==> src/rtl/fir_sample_feeder.sv <==
// Purpose : buffers upstream samples and releases one per FIR frame, held stable for the frame.
// Latency : first sample 1 clk after the FIFO reaches PRIME_LEVEL in PRIME, then every FRAME_LEN clks.
// Backpr. : s_ready drops when the FIFO is full (registered level, no bypass); a tick on empty outputs 0.
//
// Ports:
//   clk, rst       rising-edge clock, synchronous active-high reset
//   enable         1 = run frames, 0 = return to IDLE (FIFO and sample_out kept)
//   s_valid/s_data upstream sample handshake; s_ready = FIFO not full
//   sample_out     sample presented to the filter, updated only on a frame tick
//   frame_start    1-clk pulse in the first cycle of a new sample_out
//   frame_cnt      position in frame, 0..FRAME_LEN-1
//   fifo_level     FIFO occupancy, 0..FIFO_DEPTH
//   underrun       sticky flag: a frame tick found the FIFO empty (cleared by rst only)
module fir_sample_feeder #(
  parameter int DATA_BIT_NUM  = 16,
  parameter int FRAME_LEN     = 65,
  parameter int COUNT_BIT_NUM = 7,
  parameter int FIFO_DEPTH    = 16,
  parameter int PRIME_LEVEL   = 4,
  localparam int PTR_W        = $clog2(FIFO_DEPTH),
  localparam int LVL_W        = PTR_W + 1
) (
  input  logic                     clk,
  input  logic                     rst,
  input  logic                     enable,
  input  logic                     s_valid,
  input  logic [DATA_BIT_NUM-1:0]  s_data,
  output logic                     s_ready,
  output logic [DATA_BIT_NUM-1:0]  sample_out,
  output logic                     frame_start,
  output logic [COUNT_BIT_NUM-1:0] frame_cnt,
  output logic [LVL_W-1:0]         fifo_level,
  output logic                     underrun
);

  typedef enum logic [1:0] {
    IDLE  = 2'd0,
    PRIME = 2'd1,
    RUN   = 2'd2
  } state_t;

  localparam logic [COUNT_BIT_NUM-1:0] CNT_LAST  = COUNT_BIT_NUM'(FRAME_LEN - 1);
  localparam logic [LVL_W-1:0]         LVL_FULL  = LVL_W'(FIFO_DEPTH);
  localparam logic [LVL_W-1:0]         LVL_PRIME = LVL_W'(PRIME_LEVEL);

  state_t                   state_q, state_d;
  logic [COUNT_BIT_NUM-1:0] cnt_q, cnt_d;
  logic [PTR_W-1:0]         wr_ptr_q, rd_ptr_q;
  logic [LVL_W-1:0]         level_q;
  logic [DATA_BIT_NUM-1:0]  sample_q;
  logic                     frame_start_q;
  logic                     underrun_q;
  logic [DATA_BIT_NUM-1:0]  mem_q [FIFO_DEPTH];

  logic tick;
  logic push;
  logic pop;
  logic fifo_empty;

  assign s_ready    = (level_q != LVL_FULL);
  assign fifo_empty = (level_q == '0);
  assign push       = s_valid & s_ready;
  // A tick always happens on schedule; it only pops when something is there.
  assign pop        = tick & ~fifo_empty;

  // Next-state / frame counter / tick decode.
  always_comb begin
    state_d = state_q;
    cnt_d   = cnt_q;
    tick    = 1'b0;
    if (!enable) begin
      state_d = IDLE;
      cnt_d   = '0;
    end else begin
      case (state_q)
        IDLE: begin
          state_d = PRIME;
          cnt_d   = '0;
        end
        PRIME: begin
          cnt_d = '0;
          if (level_q >= LVL_PRIME) begin
            state_d = RUN;
            tick    = 1'b1;
          end
        end
        RUN: begin
          if (cnt_q == CNT_LAST) begin
            cnt_d = '0;
            tick  = 1'b1;
          end else begin
            cnt_d = cnt_q + COUNT_BIT_NUM'(1);
          end
        end
        default: begin
          state_d = IDLE;
          cnt_d   = '0;
        end
      endcase
    end
  end

  always_ff @(posedge clk) begin
    if (rst) begin
      state_q       <= IDLE;
      cnt_q         <= '0;
      wr_ptr_q      <= '0;
      rd_ptr_q      <= '0;
      level_q       <= '0;
      sample_q      <= '0;
      frame_start_q <= 1'b0;
      underrun_q    <= 1'b0;
    end else begin
      state_q       <= state_d;
      cnt_q         <= cnt_d;
      frame_start_q <= tick;

      if (push) begin
        wr_ptr_q <= wr_ptr_q + PTR_W'(1);
      end

      if (pop) begin
        rd_ptr_q <= rd_ptr_q + PTR_W'(1);
        sample_q <= mem_q[rd_ptr_q];
      end else if (tick) begin
        // Empty at a tick: feed the filter silence and remember it.
        sample_q   <= '0;
        underrun_q <= 1'b1;
      end

      case ({push, pop})
        2'b10:   level_q <= level_q + LVL_W'(1);
        2'b01:   level_q <= level_q - LVL_W'(1);
        default: level_q <= level_q;
      endcase
    end
  end

  // Storage has no reset; only pointers and level define validity.
  always_ff @(posedge clk) begin
    if (!rst && push) begin
      mem_q[wr_ptr_q] <= s_data;
    end
  end

  assign sample_out  = sample_q;
  assign frame_start = frame_start_q;
  assign frame_cnt   = cnt_q;
  assign fifo_level  = level_q;
  assign underrun    = underrun_q;

endmodule

==> config.mk <==
export PLATFORM = sky130hd
export DESIGN_NAME = fir_sample_feeder
export DESIGN_NICKNAME = d
export VERILOG_FILES = /design/src/rtl/fir_sample_feeder.sv
export SDC_FILE = /design/constraint.sdc
export NUM_CORES = 1
export LEC_CHECK = 0
export CAP_MARGIN = 40
export CORE_MARGIN = 5
export CORE_UTILIZATION = 45
export DETAILED_ROUTE_END_ITERATION = 10
export DONT_BUFFER_PORTS = 1
export PLACE_DENSITY = 0.59
export SYNTH_ARGS = -nofsm -noshare
export SYNTH_HDL_FRONTEND = slang
export SYNTH_SLANG_ARGS = --single-unit
export TNS_END_PERCENT = 10
==> constraint.sdc <==
create_clock -name clk -period 6.1 [get_ports clk]
set_clock_uncertainty 0.2 [all_clocks]
set_input_delay 0.61 -clock clk [delete_from_list [all_inputs] [get_ports clk]]
set_output_delay 0.61 -clock clk [all_outputs]
set_load 0.01 [all_outputs]
==> reports/results.txt, run 1 <==
Vias: 5683
Syn-to-layout area delta: 14.8%
Pin count of the biggest net entering global routing: 38
Setup TNS: 0 ps
Run status: completed
Post-synthesis cell type count: 43
Post-synthesis compound-gate area fraction: 4.89%
Final worst slack: 2530 ps
CP Capture Type: flip-flop
Drt first pass iters: 4
Prevailing post-synth register cell: edfxtp_1
Worst Path Max Fanout: 8
Hold Path Class: primary input to flip-flop
Max cap viols: 0
Routed Antenna Nets: 0
Top cell type's share of synthesized area: 66.6%
Net count, final: 682
Synth area leader: edfxtp_1
DRT iter0 DRCs: 590
Top post-synthesis cells by area: edfxtp_1, mux4_2, dfxtp_1
Crit path launch type: flip-flop
CTS buffer count: 30
Crit path cell chain: nor3_1, or2b_2, a21oi_1, ha_1, inv_1, fa_1, nor2b_1, o21ai_0, and3_1, or4_1, a21oi_1
Critical path class: flip-flop to flip-flop
Post-synthesis xor/xnor area fraction: 0.987%
Max IR drop VDD: 250 µV
List of most frequent post-synthesis cells: edfxtp_1, mux4_2, dfxtp_1, nor2_1, a22oi_1
F_max: 280 MHz
Most common cell in the netlist: edfxtp_1
Placement Setup Slack: 2570 ps
Crit. Startpoint: fifo_level[4]
Die height: 170 µm
Cell area after synthesis: 11500 µm²
Routed vias/inst: 5.68
Layout cells sized above 1: 26.0%
Core Region: 25200 µm²
Adder-cell share of the synthesized area: 1.69%
Synth Area in Simple Gates: 3.95%
Post-synthesis mux area share: 12.7%
Worst-Skew Late Latency: 540 ps
Pwr/cell area: 313 nW/µm²
Yosys Warn Count: 0
Dpl hpwl: 14300 µm
GP Congestion: 0.729
Largest family of logic cells by synthesized area: multiplexers
Die area: 28900 µm²
Vias in the first global route: 5990
Worst R2R Start: fifo_level[4]
Avg WL per Cell: 24.9 µm
Seq cells post-synth: 300
CTS Root Cell: clkbuf_16
FFs w/ async S/R, synth: 0%
Clock tree buffer depth: 3
Fin crit period: 3570 ps
Final Instance Area: 13200 µm²
H-tree depth: 1
First-pass GRT wire length: 37700 µm
Slowest CP cell: dfxtp_1
Syn Area/Cell: 19.2 µm²
Remaining routing DRC violations: 0
Total Wirelength: 24900 µm
CP max stage delay: 600 ps
P_leak: 4.18 nW
CP most frequent cell: a21oi_1
Io pins: 51
Buffers on Ports: 0
Clock-pin slew on the worst setup and hold paths: 60 ps
Slew Limit Fails: 0
Tcrit/Tclk final: 58.5%
Rows: 58
Total grt overflow: 0
Num Clock Sinks: 300
Final count of hold timing violations: 0
Placed Area: 12100 µm²
Total GRT Usage: 17.5%
Post-synthesis sequential area ratio: 74.3%
Slew headroom: 45.9%
Worst Path Arrival: 3830 ps
Post-synth EDFFs: 256
Synth Instances: 600
Initial antenna violation count: 1
Syn nets: 635
Final core utilization: 52.6%
Initial Utilization: 45.8%
RSZ-0062 raised after global routing: no
Die width: 170 µm
Critical Path RT: 6370 ps
Setup violators final: 0
Hold path start: rst
Worst-margin pin slew: 812 ps
TritonCTS clock tree: done
Total setup buffers inserted after CTS: 0
[worst max-delay path, delay by kind of cell (launching register included)]
kind,cells,cell delay (ps)
buf+inv,1,100
compound gates,3,580
fa+ha+maj,2,700
flops,1,600
simple gates,5,1300
[path summary, 6_finish.rpt]
check,end,slack [ps],depth (start not counted)
setup / recovery,fifo_level[4],2530,11
hold / removal,state_q[0],90,2
setup reg to reg,fifo_level[4],2530,11
hold reg to reg,frame_cnt[0],320,1
[registers in the layout, summed over array words and instances (netlist names), named ones only]
name / flops
frame_start: 1
sample_out: 16
mem_q: 256
wr_ptr_q: 4
frame_cnt: 7
rd_ptr_q: 4
state_q: 2
fifo_level: 5
underrun: 1
[per-stage QoR]
stage          hold WS, ps  instances  power [mW]
2_1_floorplan          276        600        2.33
3_3_place_gp           306        924        2.35
3_5_place_dp           310        928        2.35
4_1_cts               71.6       1000        4.19
5_1_grt               81.2       1001        4.29
6_report              89.8       1001        4.15
[power by group]
group | total (mW) | switching [mW] | leakage [nW] | internal, mW
combinational | 0.0904 | 0.0601 | 1.04 | 0.0303
sequential | 2.25 | 0.00809 | 2.66 | 2.24
clock | 1.81 | 0.738 | 0.474 | 1.07
total | 4.15 | 0.807 | 4.18 | 3.34
[kinds of logic (layout without fill, tap and decap cells)]
kind of cell | after synthesis | in the layout
flops | 300 | 300
simple gates | 97 | 97
fa+ha+maj | 15 | 15
buf+inv | 40 | 110
xor+xnor | 13 | 13
other cells | 0 | 1
compound gates | 69 | 69
mux | 66 | 66
[placed cells by master, fill, tap and decap left out, drive strengths merged, types with 3 or more instances in the layout]
master and instances:
nand3 5, ha 14, dlygate4sd3 17, inv 13
mux4 64, bufinv 4, dfxtp 44, a22oi 32
xnor2 8, nor2 45, a21oi 11, clkinv 12
xor2 5, clkbuf 38, a211oi 3, nand2 25
a22o 16, nor2b 8, buf 25, edfxtp 256
[layout make-up]
cell class	instances	area, µm²
sequential	300	8570
inverter	13	48.8
clock inverter	17	200
fill	1974	11900
timing repair buffer	42	393
tap	330	413
multi-input combinational	260	2830
antenna	1	2.50
clock buffer	38	781
[metal layers]
layer  track usage (%)  vias up  wire length (µm)
li1                  -     2507                 -
met5                 0        -                 0
met3              3.69       34              1610
met1              24.4     2966             10400
met4              3.61        0               409
met2              28.7      176             12500
[timing repair]
action / in CTS / in global routing
hold endpoints to repair: 275 / 0
hold buffers: 17 / 0
setup endpoints to repair: 0 / 0
gates resized for setup: 0 / 0
Power figures use the tool's default switching activity.
==> run 2, diff against run 1 <==
clock period = 3.3 ns   (was 6.1 ns; I/O delays follow)
==> reports/results.txt, run 2 (same netlist as run 1, synthesis figures left out) <==
Slowest CP cell: or4_4
Total Wirelength: 24700 µm (-0.98%)
Routed Antenna Nets: 0 (unchanged)
Num Clock Sinks: 300 (unchanged)
Syn-to-layout area delta: 16.5%
TritonCTS clock tree: done
Crit path launch type: flip-flop
Setup TNS: 0 ps (unchanged)
Slew headroom: 48.2% (+2.3 points)
CP Capture Type: flip-flop
Fillcell total: 1921 (-2.7%)
WHS Endpoint: mem_q[1][15]
H-tree depth: 1 (unchanged)
CTS buffer count: 31 (+3.3%)
Placed cells: 943 (+1.6%)
Pin count of the biggest net entering global routing: 65 (+71%)
Clock-pin slew on the worst setup and hold paths: 60 ps (about the same)
Avg WL per Cell: 24.2 µm (-2.9%)
Die area: 28900 µm² (unchanged)
Post-route insts no fill: 1021 (+2.0%)
CP max stage delay: 560 ps (-40 ps)
Tcrit/Tclk final: 93.6% (+35 points)
Register area: 8570 µm² (unchanged)
P_leak: 4.29 nW (+2.8%)
Multi-input gate area: 2870 µm² (+1.3%)
Top reg by flops: mem_q
Max cap viols: 0 (unchanged)
Run status: completed
Inserted Diodes: 0 (-1)
First-pass GRT wire length: 37700 µm (about the same)
Hold Path Class: primary input to flip-flop
Slew Limit Fails: 0 (unchanged)
Vias in the first global route: 6151 (+2.7%)
Total GRT Usage: 17.2% (-0.24 points)
Worst Path Max Fanout: 4 (-4)
Pwr/cell area: 569 nW/µm² (+81%)
Fin crit period: 3090 ps (-478 ps)
Crit path cell chain: or4_4, o2111ai_4, a21oi_4, ha_2, ha_1, nor2b_2, o21ai_1, a21oi_1, or4_1, a21oi_1
Most common cell after layout, fill and taps aside: edfxtp_1
Worst Path Arrival: 3360 ps (-470 ps)
Worst R2R Start: fifo_level[0]
Crit. Startpoint: fifo_level[0]
Core Region: 25200 µm² (unchanged)
Delay-heaviest family, CP: simple AND/OR/NAND/NOR gates
Critical path class: flip-flop to flip-flop
Drt first pass iters: 5 (+1)
Remaining routing DRC violations: 0 (unchanged)
Buf+Inv Stages, Crit Path: 0 (-1)
Initial antenna violation count: 0 (-1)
Max IR drop VDD: 339 µV (+35%)
RSZ-0062 raised after global routing: no
Final count of hold timing violations: 0 (unchanged)
Clock tree buffer depth: 3 (unchanged)
FF-to-FF setup slack: 210 ps (-2320 ps)
GP Congestion: 0.779 (+6.9%)
CTS Root Cell: clkbuf_16
F_max: 324 MHz (+15%)
Total grt overflow: 0 (unchanged)
Critical Path RT: 3570 ps (-2800 ps)
Rows: 58 (unchanged)
Dpl hpwl: 14600 µm (+1.8%)
DRT iter0 DRCs: 454 (-23%)
Worst-margin pin slew: 774 ps (-37.4 ps)
Largest register FFs: 256 (unchanged)
Net count, final: 703 (+3.1%)
Capture point of the worst reg-to-reg path: fifo_level[4]
Worst reg2reg path depth: 10 (-1)
Die width: 170 µm (unchanged)
Io pins: 51 (unchanged)
Commonest non-fill, non-tap cells in the layout: edfxtp_1, mux4_2, dfxtp_1
Placement Setup Slack: -122 ps (-2690 ps)
Layout cells sized above 1: 29.4% (+3.4 points)
Vias: 5783 (+1.8%)
Buffers on Ports: 0 (unchanged)
CP most frequent cell: a21oi_1
Initial Utilization: 45.8% (unchanged)
Placed Area: 12200 µm² (+1.2%)
Final Instance Area: 13400 µm² (+1.5%)
Hold Path Depth: 2 (unchanged)
Routed vias/inst: 5.66 (-0.23%)
Hold path start: rst
Setup violators final: 0 (unchanged)
Worst-Skew Late Latency: 540 ps (about the same)
Die height: 170 µm (unchanged)
Final worst slack: 211 ps (-2320 ps)
==> run 2: per-stage QoR <==
step	total power [mW]	util (%)	hold slack (ps)
CTS	7.71	53.2	30.3
detailed placement	4.35	48.6	200
global placement	4.34	48.4	201
floorplan	4.30	-	229
global route	7.90	53.4	55.5
finish	7.64	53.4	66.1
==> run 2: how the worst max path moves through the flow <==
| stage | to | cells after the start |
|---|---|---|
| 3_3_place_gp | fifo_level[4] | 13 |
| 4_1_cts | fifo_level[4] | 11 |
| 3_5_place_dp | fifo_level[4] | 13 |
| 5_1_grt | fifo_level[4] | 10 |
| 2_1_floorplan | fifo_level[4] | 13 |
| 6_report | fifo_level[4] | 10 |
==> run 2: repair_timing <==
item	in CTS	in global routing
gates resized for setup	2	9
pin swaps	0	3
hold buffers	18	0
hold endpoints to repair	286	0
setup buffers	0	4
endpoints found under the setup margin	1	1
==> run 2: cell type report <==
class                           count  area share [%]
Sequential cell                   300            63.8
Multi-Input combinational cell    260            21.3
Clock buffer                       38            5.97
Timing Repair Buffer               62            4.28
Tap cell                          330            3.07
Clock inverter                     18            1.23
Inverter                           13           0.363
==> run 2: report_power, final <==
group | internal, mW | switching, mW | leakage, nW
sequential | 4.14 | 0.00995 | 2.66
clock | 1.95 | 1.36 | 0.471
combinational | 0.0641 | 0.119 | 1.16
==> run 2: routing by layer <==
layer | GRT usage, % | part of all wire (%)
met1 | 23.8 | 43
met2 | 29.1 | 50
met3 | 3.00 | 5.4
met4 | 3.65 | 1.8
met5 | 0 | 0
